File: src/rtl/pll_sup_pkg.sv
`default_nettype none
// ============================================================================
// Module      : pll_sup_pkg
// Description : Shared types and helpers for the PLL lock supervisor.
//               - pll_state_e : per-channel supervisor state
//               - cnt_width() : width of a counter that must hold 0..max_val
//               - c_RETRY_W   : width of each channel's RETRY_COUNT field
// Revision    : 1.0 - initial release
// ============================================================================
package pll_sup_pkg;

    // Per-channel supervisor state.
    typedef enum logic [2:0] {
        ST_DISABLED  = 3'd0,
        ST_HOLD      = 3'd1,
        ST_WAIT_LOCK = 3'd2,
        ST_RUN       = 3'd3,
        ST_FAIL      = 3'd4
    } pll_state_e;

    // Width of each per-channel retry counter (saturates at 15).
    localparam int c_RETRY_W = 4;

    // Bits needed to hold the values 0..max_val (never less than 1).
    function automatic int cnt_width(input int max_val);
        return (max_val < 1) ? 1 : $clog2(max_val + 1);
    endfunction

endpackage : pll_sup_pkg
`default_nettype wire

File: src/rtl/pll_sup_channel.sv
`default_nettype none
// ============================================================================
// Module      : pll_sup_channel
// Description : Supervisor for a single SB_PLL40. Synchronises the raw LOCK,
//               sequences RESETB, qualifies LOCK over a stability window,
//               retries on lock timeout, relocks after a lock loss and drives
//               the derived-domain reset.
// Ports       : i_clk          reference clock
//               i_rst          synchronous active-high reset
//               i_enable       channel enable (synchronous to i_clk)
//               i_lock         raw PLL LOCK (asynchronous)
//               o_resetb       PLL RESETB (active low)
//               o_bypass       PLL BYPASS
//               o_ready        PLL locked and qualified
//               o_domain_reset active-high reset for the derived domain
//               o_fault        channel is in the failed state
//               o_retry_count  failed lock attempts, saturating at 15
// Revision    : 1.0 - initial release
// ============================================================================
module pll_sup_channel
    import pll_sup_pkg::*;
#(
    parameter int RESET_HOLD_CYCLES   = 16,
    parameter int LOCK_STABLE_CYCLES  = 1024,
    parameter int LOCK_TIMEOUT_CYCLES = 65536,
    parameter int MAX_RETRIES         = 3,
    parameter int BYPASS_ON_FAIL      = 0
) (
    input  logic                 i_clk,
    input  logic                 i_rst,
    input  logic                 i_enable,
    input  logic                 i_lock,
    output logic                 o_resetb,
    output logic                 o_bypass,
    output logic                 o_ready,
    output logic                 o_domain_reset,
    output logic                 o_fault,
    output logic [c_RETRY_W-1:0] o_retry_count
);

    localparam int HOLD_W    = cnt_width(RESET_HOLD_CYCLES);
    localparam int STABLE_W  = cnt_width(LOCK_STABLE_CYCLES);
    localparam int TIMEOUT_W = cnt_width(LOCK_TIMEOUT_CYCLES);

    // Terminal compare values: a counter at its "last" value on a qualifying
    // cycle means the full duration has just elapsed, so the transition
    // happens on that edge and each counter never exceeds its parameter.
    localparam logic [HOLD_W-1:0]    c_hold_last    = HOLD_W'(RESET_HOLD_CYCLES - 1);
    localparam logic [STABLE_W-1:0]  c_stable_last  = STABLE_W'(LOCK_STABLE_CYCLES - 1);
    localparam logic [TIMEOUT_W-1:0] c_timeout_last = TIMEOUT_W'(LOCK_TIMEOUT_CYCLES - 1);
    localparam logic [c_RETRY_W-1:0] c_retry_max    = c_RETRY_W'(MAX_RETRIES);
    localparam logic [c_RETRY_W-1:0] c_retry_sat    = '1;
    localparam logic                 c_bypass_en    = (BYPASS_ON_FAIL != 0);

    pll_state_e             r_state;
    pll_state_e             w_next;
    logic [1:0]             r_sync;
    logic                   w_lock_s;
    logic [HOLD_W-1:0]      r_hold_cnt;
    logic [STABLE_W-1:0]    r_stable_cnt;
    logic [TIMEOUT_W-1:0]   r_timeout_cnt;
    logic                   r_low_prev;
    logic [c_RETRY_W-1:0]   r_retry;
    logic [c_RETRY_W-1:0]   w_retry_next;
    logic [c_RETRY_W-1:0]   w_retry_inc;
    logic                   w_fail_out;

    // Two-flop synchroniser for the asynchronous LOCK.
    always_ff @(posedge i_clk) begin
        if (i_rst) begin
            r_sync <= 2'b00;
        end else begin
            r_sync <= {r_sync[0], i_lock};
        end
    end

    assign w_lock_s    = r_sync[1];
    assign w_retry_inc = (r_retry == c_retry_sat) ? c_retry_sat : (r_retry + c_RETRY_W'(1));

    // State register.
    always_ff @(posedge i_clk) begin
        if (i_rst) begin
            r_state <= ST_DISABLED;
        end else begin
            r_state <= w_next;
        end
    end

    // Next-state and retry-count logic.
    always_comb begin
        w_next       = r_state;
        w_retry_next = r_retry;
        if (!i_enable) begin
            w_next       = ST_DISABLED;
            w_retry_next = '0;
        end else begin
            case (r_state)
                ST_DISABLED: begin
                    w_next = ST_HOLD;
                end
                ST_HOLD: begin
                    if (r_hold_cnt == c_hold_last) begin
                        w_next = ST_WAIT_LOCK;
                    end
                end
                ST_WAIT_LOCK: begin
                    // Lock is checked first so it wins over a coincident timeout.
                    if (w_lock_s && (r_stable_cnt == c_stable_last)) begin
                        w_next       = ST_RUN;
                        w_retry_next = '0;
                    end else if (r_timeout_cnt == c_timeout_last) begin
                        w_retry_next = w_retry_inc;
                        w_next       = (w_retry_inc >= c_retry_max) ? ST_FAIL : ST_HOLD;
                    end
                end
                ST_RUN: begin
                    // Second consecutive low sample is a genuine lock loss.
                    if (!w_lock_s && r_low_prev) begin
                        w_next = ST_HOLD;
                    end
                end
                ST_FAIL: begin
                    w_next = ST_FAIL;
                end
                default: begin
                    w_next = ST_DISABLED;
                end
            endcase
        end
    end

    // Duration counters: each runs only while its state persists and is
    // cleared on every other cycle, so entry into a state always starts at 0.
    always_ff @(posedge i_clk) begin
        if (i_rst) begin
            r_hold_cnt    <= '0;
            r_stable_cnt  <= '0;
            r_timeout_cnt <= '0;
            r_low_prev    <= 1'b0;
            r_retry       <= '0;
        end else begin
            r_retry <= w_retry_next;

            if ((r_state == ST_HOLD) && (w_next == ST_HOLD)) begin
                r_hold_cnt <= r_hold_cnt + HOLD_W'(1);
            end else begin
                r_hold_cnt <= '0;
            end

            if ((r_state == ST_WAIT_LOCK) && (w_next == ST_WAIT_LOCK) && w_lock_s) begin
                r_stable_cnt <= r_stable_cnt + STABLE_W'(1);
            end else begin
                r_stable_cnt <= '0;
            end

            if ((r_state == ST_WAIT_LOCK) && (w_next == ST_WAIT_LOCK)) begin
                r_timeout_cnt <= r_timeout_cnt + TIMEOUT_W'(1);
            end else begin
                r_timeout_cnt <= '0;
            end

            r_low_prev <= (r_state == ST_RUN) && (w_next == ST_RUN) && !w_lock_s;
        end
    end

    // Outputs are registered from the next state so they change on the same
    // edge as the state itself and have no combinational path from inputs.
    assign w_fail_out = (w_next == ST_FAIL);

    always_ff @(posedge i_clk) begin
        if (i_rst) begin
            o_resetb       <= 1'b0;
            o_bypass       <= 1'b0;
            o_ready        <= 1'b0;
            o_domain_reset <= 1'b1;
            o_fault        <= 1'b0;
        end else begin
            o_resetb       <= (w_next == ST_WAIT_LOCK) || (w_next == ST_RUN) ||
                              (w_fail_out && c_bypass_en);
            o_bypass       <= w_fail_out && c_bypass_en;
            o_ready        <= (w_next == ST_RUN);
            o_domain_reset <= !((w_next == ST_RUN) || (w_fail_out && c_bypass_en));
            o_fault        <= w_fail_out;
        end
    end

    assign o_retry_count = r_retry;

endmodule : pll_sup_channel
`default_nettype wire

File: src/rtl/pll_supervisor.sv
`default_nettype none
// ============================================================================
// Module      : pll_supervisor
// Description : Lock supervisor for up to four iCE40 SB_PLL40 instances.
//               One pll_sup_channel per PLL; per-channel outputs are packed
//               into buses and ALL_READY summarises the enabled channels.
// Ports       : REFERENCECLK  reference clock (only clock)
//               RESET         synchronous active-high reset
//               PLL_ENABLE    per-channel enable
//               PLL_LOCK      raw per-PLL LOCK (asynchronous)
//               PLL_RESETB    per-PLL RESETB (active low)
//               PLL_BYPASS    per-PLL BYPASS
//               READY         per-channel locked and qualified
//               DOMAIN_RESET  per-domain active-high reset
//               FAULT         per-channel failed flag
//               RETRY_COUNT   4 bits per channel, channel 0 in the LSBs
//               ALL_READY     registered AND of READY over enabled channels
// Revision    : 1.0 - initial release
// ============================================================================
module pll_supervisor
    import pll_sup_pkg::*;
#(
    parameter int NUM_PLL             = 2,
    parameter int RESET_HOLD_CYCLES   = 16,
    parameter int LOCK_STABLE_CYCLES  = 1024,
    parameter int LOCK_TIMEOUT_CYCLES = 65536,
    parameter int MAX_RETRIES         = 3,
    parameter int BYPASS_ON_FAIL      = 0
) (
    input  logic                           REFERENCECLK,
    input  logic                           RESET,
    input  logic [NUM_PLL-1:0]             PLL_ENABLE,
    input  logic [NUM_PLL-1:0]             PLL_LOCK,
    output logic [NUM_PLL-1:0]             PLL_RESETB,
    output logic [NUM_PLL-1:0]             PLL_BYPASS,
    output logic [NUM_PLL-1:0]             READY,
    output logic [NUM_PLL-1:0]             DOMAIN_RESET,
    output logic [NUM_PLL-1:0]             FAULT,
    output logic [c_RETRY_W*NUM_PLL-1:0]   RETRY_COUNT,
    output logic                           ALL_READY
);

    logic r_all_ready;

    for (genvar g = 0; g < NUM_PLL; g++) begin : g_chan
        pll_sup_channel #(
            .RESET_HOLD_CYCLES   (RESET_HOLD_CYCLES),
            .LOCK_STABLE_CYCLES  (LOCK_STABLE_CYCLES),
            .LOCK_TIMEOUT_CYCLES (LOCK_TIMEOUT_CYCLES),
            .MAX_RETRIES         (MAX_RETRIES),
            .BYPASS_ON_FAIL      (BYPASS_ON_FAIL)
        ) u_chan (
            .i_clk          (REFERENCECLK),
            .i_rst          (RESET),
            .i_enable       (PLL_ENABLE[g]),
            .i_lock         (PLL_LOCK[g]),
            .o_resetb       (PLL_RESETB[g]),
            .o_bypass       (PLL_BYPASS[g]),
            .o_ready        (READY[g]),
            .o_domain_reset (DOMAIN_RESET[g]),
            .o_fault        (FAULT[g]),
            .o_retry_count  (RETRY_COUNT[g*c_RETRY_W +: c_RETRY_W])
        );
    end

    // Disabled channels are treated as ready; with none enabled the summary
    // is forced low so an idle supervisor never reports "all ready".
    always_ff @(posedge REFERENCECLK) begin
        if (RESET) begin
            r_all_ready <= 1'b0;
        end else begin
            r_all_ready <= (|PLL_ENABLE) && (&(READY | ~PLL_ENABLE));
        end
    end

    assign ALL_READY = r_all_ready;

endmodule : pll_supervisor
`default_nettype wire

File: config.mk
export PLATFORM = sky130hd
export DESIGN_NAME = pll_supervisor
export DESIGN_NICKNAME = d
export VERILOG_FILES = /design/src/rtl/pll_sup_pkg.sv /design/src/rtl/pll_sup_channel.sv /design/src/rtl/pll_supervisor.sv
export SDC_FILE = /design/constraint.sdc
export NUM_CORES = 1
export LEC_CHECK = 0
export ABC_AREA = 1
export CAP_MARGIN = 20
export CORE_AREA = 2 2 87 89
export CTS_BUF_LIST = sky130_fd_sc_hd__clkbuf_8
export CTS_CLUSTER_SIZE = 8
export DETAILED_ROUTE_END_ITERATION = 8
export DIE_AREA = 0 0 89 91
export DONT_BUFFER_PORTS = 1
export GPL_ROUTABILITY_DRIVEN = 0
export PLACE_DENSITY_LB_ADDON = 0.12
export SETUP_SLACK_MARGIN = 0.5
export SYNTH_ARGS = -nofsm -noshare
export SYNTH_HDL_FRONTEND = slang
export SYNTH_SLANG_ARGS = --single-unit
File: constraint.sdc
create_clock -name REFERENCECLK -period 2.8 [get_ports REFERENCECLK]
set_input_delay 0.28 -clock REFERENCECLK [delete_from_list [all_inputs] [get_ports REFERENCECLK]]
set_output_delay 0.28 -clock REFERENCECLK [all_outputs]
set_load 0.05 [all_outputs]
## Word-level counts from Yosys, hierarchy flattened

Index checks and enable logic that the tools add are counted.

- Eq/ne operators: 24
- Order comparisons: 2
- Mux-type cells: 20
- Reductions and logical operators: 37
- $add $sub $neg: 8
- Bitwise gates (word level): 10

Operator list:

| operator | number |
|---|---|
| 3-bit two-way mux | 12 |
| 17-bit by 1-bit adder with 17-bit output (second input constant) | 2 |
| 17-bit by 16-bit == test with 1-bit output (second input constant) | 2 |
| 3-bit case mux with 5 select lines | 2 |
| 3-bit by 2-bit == test with 1-bit output (second input constant) | 8 |
| 4-bit two-way mux | 6 |
| 11-bit by 1-bit adder with 11-bit output (second input constant) | 2 |
| 11-bit by 10-bit == test with 1-bit output (second input constant) | 2 |
| 2-bit OR reduction | 9 |
| 1-bit logical AND | 15 |
| 3-bit by 1-bit == test with 1-bit output (second input constant) | 4 |
| 3-bit == test (second input constant) | 4 |
| 5-bit by 1-bit adder with 5-bit output (second input constant) | 2 |
| 5-bit by 4-bit == test with 1-bit output (second input constant) | 2 |
| 4-bit by 1-bit adder with 4-bit output (second input constant) | 2 |
| 4-bit == test (second input constant) | 2 |
| 4-bit by 2-bit greater-or-equal comparator with 1-bit output (second input constant) | 2 |
| 1-bit inverter | 8 |
| 3-bit zero test | 2 |
| 2-bit AND reduction | 3 |
| 1-bit zero test | 4 |
| 2-bit nonzero test | 2 |
| 1-bit logical OR | 2 |
| 2-bit inverter | 1 |
| 2-bit OR | 1 |

- Bits of input ports: 6
- Flip-flop bits (word level): 95

## Logic depth before layout (Yosys ltp)

- Word-level depth: 13
- Mapped depth: 14
- Depth with buffers taken out: 14

## By module

A second synthesis with hierarchy kept.

- Cells, all modules: 551
- Area, all modules: 4460.5 µm²

Modules (own cells, without submodules):

| module | cells each | times used | area each (µm²) | sequential area each (µm²) |
|---|---|---|---|---|
| pll_sup_channel at g_chan[0].u_chan | 272 | 1 | 2245.9 | 940.9 |
| pll_sup_channel at g_chan[1].u_chan | 267 | 1 | 2150.8 | 940.9 |
| pll_supervisor | 12 | 1 | 63.8 | 20.0 |

## Worst setup path after synthesis

No wires, ideal clock.

- Kind: register -> register
- From: register g_chan[0].u_chan.r_timeout_cnt[0]
- To: register g_chan[0].u_chan.r_timeout_cnt[10]
- Period minus slack after synthesis: 2257 ps
- Slack: 543 ps
- Setup time: 119 ps
- Data required time: 2681 ps
- Stages on the path, launching flop included: 15
- Arrival: 2138 ps
- Cell sequence: dfxtp_1 ha_1 nand2_1 nor3_1 nand4_1 nor2_1 ha_1 inv_1 nor2_1 nand3_1 nand2_1 a21oi_2 nand2_2 buf_2 nor3_1

- Longest elaborated chain between the ends: 9
- Elaborated cells on any way between the ends: 10
- Classes of those cells: add/sub (1); eq/ne (2); mux (4); bitwise (1); reduce/logical (2)

RTL lines:

| element | RTL line | source |
|---|---|---|
| start, declared | pll_sup_channel.sv:61 | `logic [TIMEOUT_W-1:0] r_timeout_cnt;` |
| start signal, assigned | pll_sup_channel.sv:157 | `r_timeout_cnt <= r_timeout_cnt + TIMEOUT_W'(1);` |
| 17-bit by 16-bit == test with 1-bit output | pll_sup_channel.sv:111 | `end else if (r_timeout_cnt == c_timeout_last) begin` |
| 3-bit two-way mux | pll_sup_channel.sv:111 |  |
| 3-bit two-way mux | pll_sup_channel.sv:108 | `if (w_lock_s && (r_stable_cnt == c_stable_last)) begin` |
| 3-bit case mux with 5 select lines | pll_sup_channel.sv:97 | `case (r_state)` |
| 3-bit two-way mux | pll_sup_channel.sv:93 | `if (!i_enable) begin` |
| 3-bit by 2-bit == test with 1-bit output | pll_sup_channel.sv:156 | `if ((r_state == ST_WAIT_LOCK) && (w_next == ST_WAIT_LOCK)) begin` |
| 1-bit logical AND | pll_sup_channel.sv:156 |  |
| 1-bit inverter (no line) | n/a |  |
| 2-bit OR reduction (no line) | n/a |  |

Parallel ways exist; a longest one is shown, timed or not.
A chain may end at the register's enable or synchronous reset.

## Final worst setup path

- From: register g_chan[1].u_chan.r_timeout_cnt[0]
- To: register g_chan[1].u_chan.r_hold_cnt[2]

- Longest elaborated chain between the ends: 9

RTL lines:

| element | RTL line | source |
|---|---|---|
| start, declared | pll_sup_channel.sv:61 |  |
| start signal, assigned | pll_sup_channel.sv:157 |  |
| 17-bit by 16-bit == test with 1-bit output | pll_sup_channel.sv:111 |  |
| 3-bit two-way mux | pll_sup_channel.sv:111 |  |
| 3-bit two-way mux | pll_sup_channel.sv:108 |  |
| 3-bit case mux with 5 select lines | pll_sup_channel.sv:97 |  |
| 3-bit two-way mux | pll_sup_channel.sv:93 |  |
| 3-bit by 1-bit == test with 1-bit output | pll_sup_channel.sv:144 | `if ((r_state == ST_HOLD) && (w_next == ST_HOLD)) begin` |
| 1-bit logical AND | pll_sup_channel.sv:144 |  |
| 1-bit inverter (no line) | n/a |  |
| 2-bit OR reduction (no line) | n/a |  |
| end signal, assigned | pll_sup_channel.sv:145 | `r_hold_cnt <= r_hold_cnt + HOLD_W'(1);` |
| end, declared | pll_sup_channel.sv:59 | `logic [HOLD_W-1:0] r_hold_cnt;` |

No other way between the ends.

==> results.md <==
- Status: finished with violations
- Violated checks: hold timing
- Root cell of the clock tree: clkbuf_8
- YS warnings: 0
- Inserted Clock Buffers: 9
- Ys async rst share: 0%
- Pleak: 1.84 nW
- Worst Max-Slew Pin Slew: 564 ps
- Final Slew Violations: 0
- Post-layout nets: 569
- DP Worst Slack: 252 ps
- Rel. slew slack: 62.1%
- CP top delay family: simple AND/OR/NAND/NOR gates
- Layout cells sized above 1: 20.2%
- Power Density: 468 nW/um^2
- IO buf count: 0
- Maximum clock frequency: 433 MHz
- Finished Layout Cells: 654
- Number of flops mapped to enable cells by yosys: 0
- Die height: 91 um
- Max VDD drop: 0.363 mV
- DR vias: 3263
- Core area: 7140 um^2
- Clock latency on the worst-skew pair: 360 ps
- Max incr delay on CP: 370 ps
- Drt total wl: 7990 um
- Setup Skew: 10.7 ps
- Gr usage total: 20.1%
- Hold WC Path Type: input pin to flip-flop
- Top_reg_cell synth: dfxtp_1
- Die area: 8100 um^2
- Hold Violations, Final: 4
- Fin worst setup slack: 488 ps
- Area share of the leading cell type in the synthesized netlist: 44.3%
- Commonest non-fill, non-tap cell in the layout: dfxtp_1
- Antenna diode count: 0
- Critical-path top delay cell: dfxtp_4
- DP Wirelength: 5180 um
- Die Wd: 89 um
- Min Tclk post-route: 2310 ps
- DRC viols: 0
- Leading area contributor after synthesis: dfxtp_1
- Period utilisation layout: 82.6%
- Distinct cells, synth: 40
- Cells after Synth: 527
- Commonest cells after routing, fill and taps aside: dfxtp_1, nand2_1, inv_1
- First-pass GRT wire length: 13000 um
- Critical path type: flip-flop to flip-flop
- Global route overflow: 0
- Sequential area share after synthesis: 44.3%
- Vias in the first global route: 3018
- Row count: 31
- Sink Count: 95
- Max clock buf depth: 2
- H-tree levels: 3
- Post-Place Cells: 624
- Initial drt markers: 142
- Clk slew on worst S/H paths: 90 ps
- Hold WS: -23.9 ps
- #FFs+latches synth: 95
- Setup crit end kind: flip-flop
- Hold Buf Count CTS: 4
- Buf/Inv on CP: 0
- Largest net degree at the start of global routing: 18
- Synthesized area per cell: 8.16 um^2
- Maxcap violations: 0
- Critical Path RT: 3110 ps
- TritonCTS clock tree: built
- RSZ-0062 raised after global routing: yes
- Routed wire per std cell: 12.2 um
- Setup violators final: 0
- Via density: 4.99
- Post-Syn Area: 4300 um^2
- TNS Setup: 0 ps
- Critical path fanouts, max: 5
- Detailed Routing Iterations Pass 1: 4
- Critical-path cell list: ha_4 -> nand4_1 -> nor2_2 -> nand2_2 -> nor4_4 -> ha_2 -> nand3_2 -> nor2_1 -> nand3_1 -> nand3_2 -> nand2_4 -> nor2_4 -> nand2_4 -> nor2_1
- # IOs: 25
- Data arrival, critical path: 2620 ps
- Synth area leaders: dfxtp_1, nand2_1, inv_1
- Initial core utilization: 60.2%
- Final antenna-violating net count: 0
- Setup crit start kind: flip-flop
- Area Growth Syn to Fin: 14.5%
- Initial antenna violation count: 0
[logic make-up (layout without fill, tap and decap cells)]
logic type / count (synthesis) / in the layout / share of synthesized area [%]
flip-flops: 95 / 95 / 44.3
AO/OA/AOI/OAI: 29 / 29 / 3.84
adder cells (fa/ha/maj): 12 / 12 / 3.49
XOR/XNOR: 44 / 44 / 8.97
AND/OR/NAND/NOR: 262 / 264 / 30.4
other: 1 / 2 / 0.0873
buffers and inverters: 84 / 109 / 8.97
[repair_timing]
item | CTS | global route
gates resized for setup | 11 | 34
endpoints found under the setup margin | 63 | 72
endpoints found under the hold margin | 9 | 5
gates cloned | 1 | 1
pin swaps | 4 | 22
buffers inserted | 2 | 7
[Yosys cell counts, types with 2 or more instances]
cell type and instances:
and3_1 2, a21oi_1 13, inv_1 67, a21o_1 2, nor2_4 4, nand3_4 2
o22ai_1 2, nor2_1 62, nand3_2 2, buf_4 10, nor4_1 2, nand4_1 7
o21ai_0 7, nor3b_1 7, dfxtp_1 95, nor3_2 2, nand2_2 6, nor2_2 21
xnor2_1 17, buf_2 2, ha_1 12, xor2_1 27, nand3_1 34, nand2_1 78
nor3_1 26, buf_6 4
[registers in the layout, summed over array words and instances (netlist names)]
| register | flops |
|---|---|
| g_chan.u_chan.r_timeout_cnt | 34 |
| g_chan.u_chan.r_stable_cnt | 22 |
| g_chan.u_chan.r_hold_cnt | 10 |
| g_chan.u_chan.o_retry_count | 8 |
| g_chan.u_chan.r_state | 6 |
| g_chan.u_chan.r_sync | 4 |
| g_chan.u_chan.o_domain_reset | 2 |
| g_chan.u_chan.o_fault | 2 |
| g_chan.u_chan.o_ready | 2 |
| g_chan.u_chan.o_resetb | 2 |
| g_chan.u_chan.r_low_prev | 2 |
| ALL_READY | 1 |
[path summary, 6_finish.rpt]
check | startpoint | end | slack [ps] | cells after the start
hold / removal | RESET | g_chan[1].u_chan.r_state[1] | -20 | 1
setup reg to reg | g_chan[1].u_chan.r_timeout_cnt[0] | g_chan[1].u_chan.r_hold_cnt[2] | 490 | 14
hold reg to reg | g_chan[0].u_chan.r_timeout_cnt[0] | g_chan[0].u_chan.r_timeout_cnt[0] | 460 | 1
setup / recovery | g_chan[1].u_chan.r_timeout_cnt[0] | g_chan[1].u_chan.r_hold_cnt[2] | 490 | 14
[final cells by class]
cell class / count / area, um^2
Sequential cell: 95 / 1910
Multi-Input combinational cell: 351 / 2210
Fill cell: 595 / 2220
Inverter: 67 / 251
Timing Repair Buffer: 27 / 229
Tap cell: 99 / 124
Clock inverter: 6 / 70.1
Clock buffer: 9 / 124
[stage by stage]
step	utilization, %	power, W	cell area (um^2)
finish	69.0	0.00230	4920
floorplan	-	0.00142	4300
global route	69.0	0.00239	4920
CTS	66.1	0.00232	4720
global placement	61.8	0.00142	4410
detailed placement	61.8	0.00142	4410
[layer usage]
| layer | part of all wire (%) | vias up | global-route usage, % |
|---|---|---|---|
| met5 | 0 | - | 0 |
| met4 | 1.1 | 0 | 6.47 |
| met3 | 3.6 | 8 | 6.18 |
| met2 | 49 | 41 | 31.8 |
| met1 | 46 | 1498 | 26.1 |
| li1 | - | 1716 | - |
[power breakdown]
part / total [W] / leakage, nW / switching [W] / internal (W)
Clock: 0.000901 / 0.0994 / 0.000484 / 0.000417
Sequential: 0.00136 / 0.769 / 0.00000702 / 0.00135
Combinational: 0.0000407 / 0.970 / 0.0000285 / 0.0000123
(Power assumes the default switching activity.)
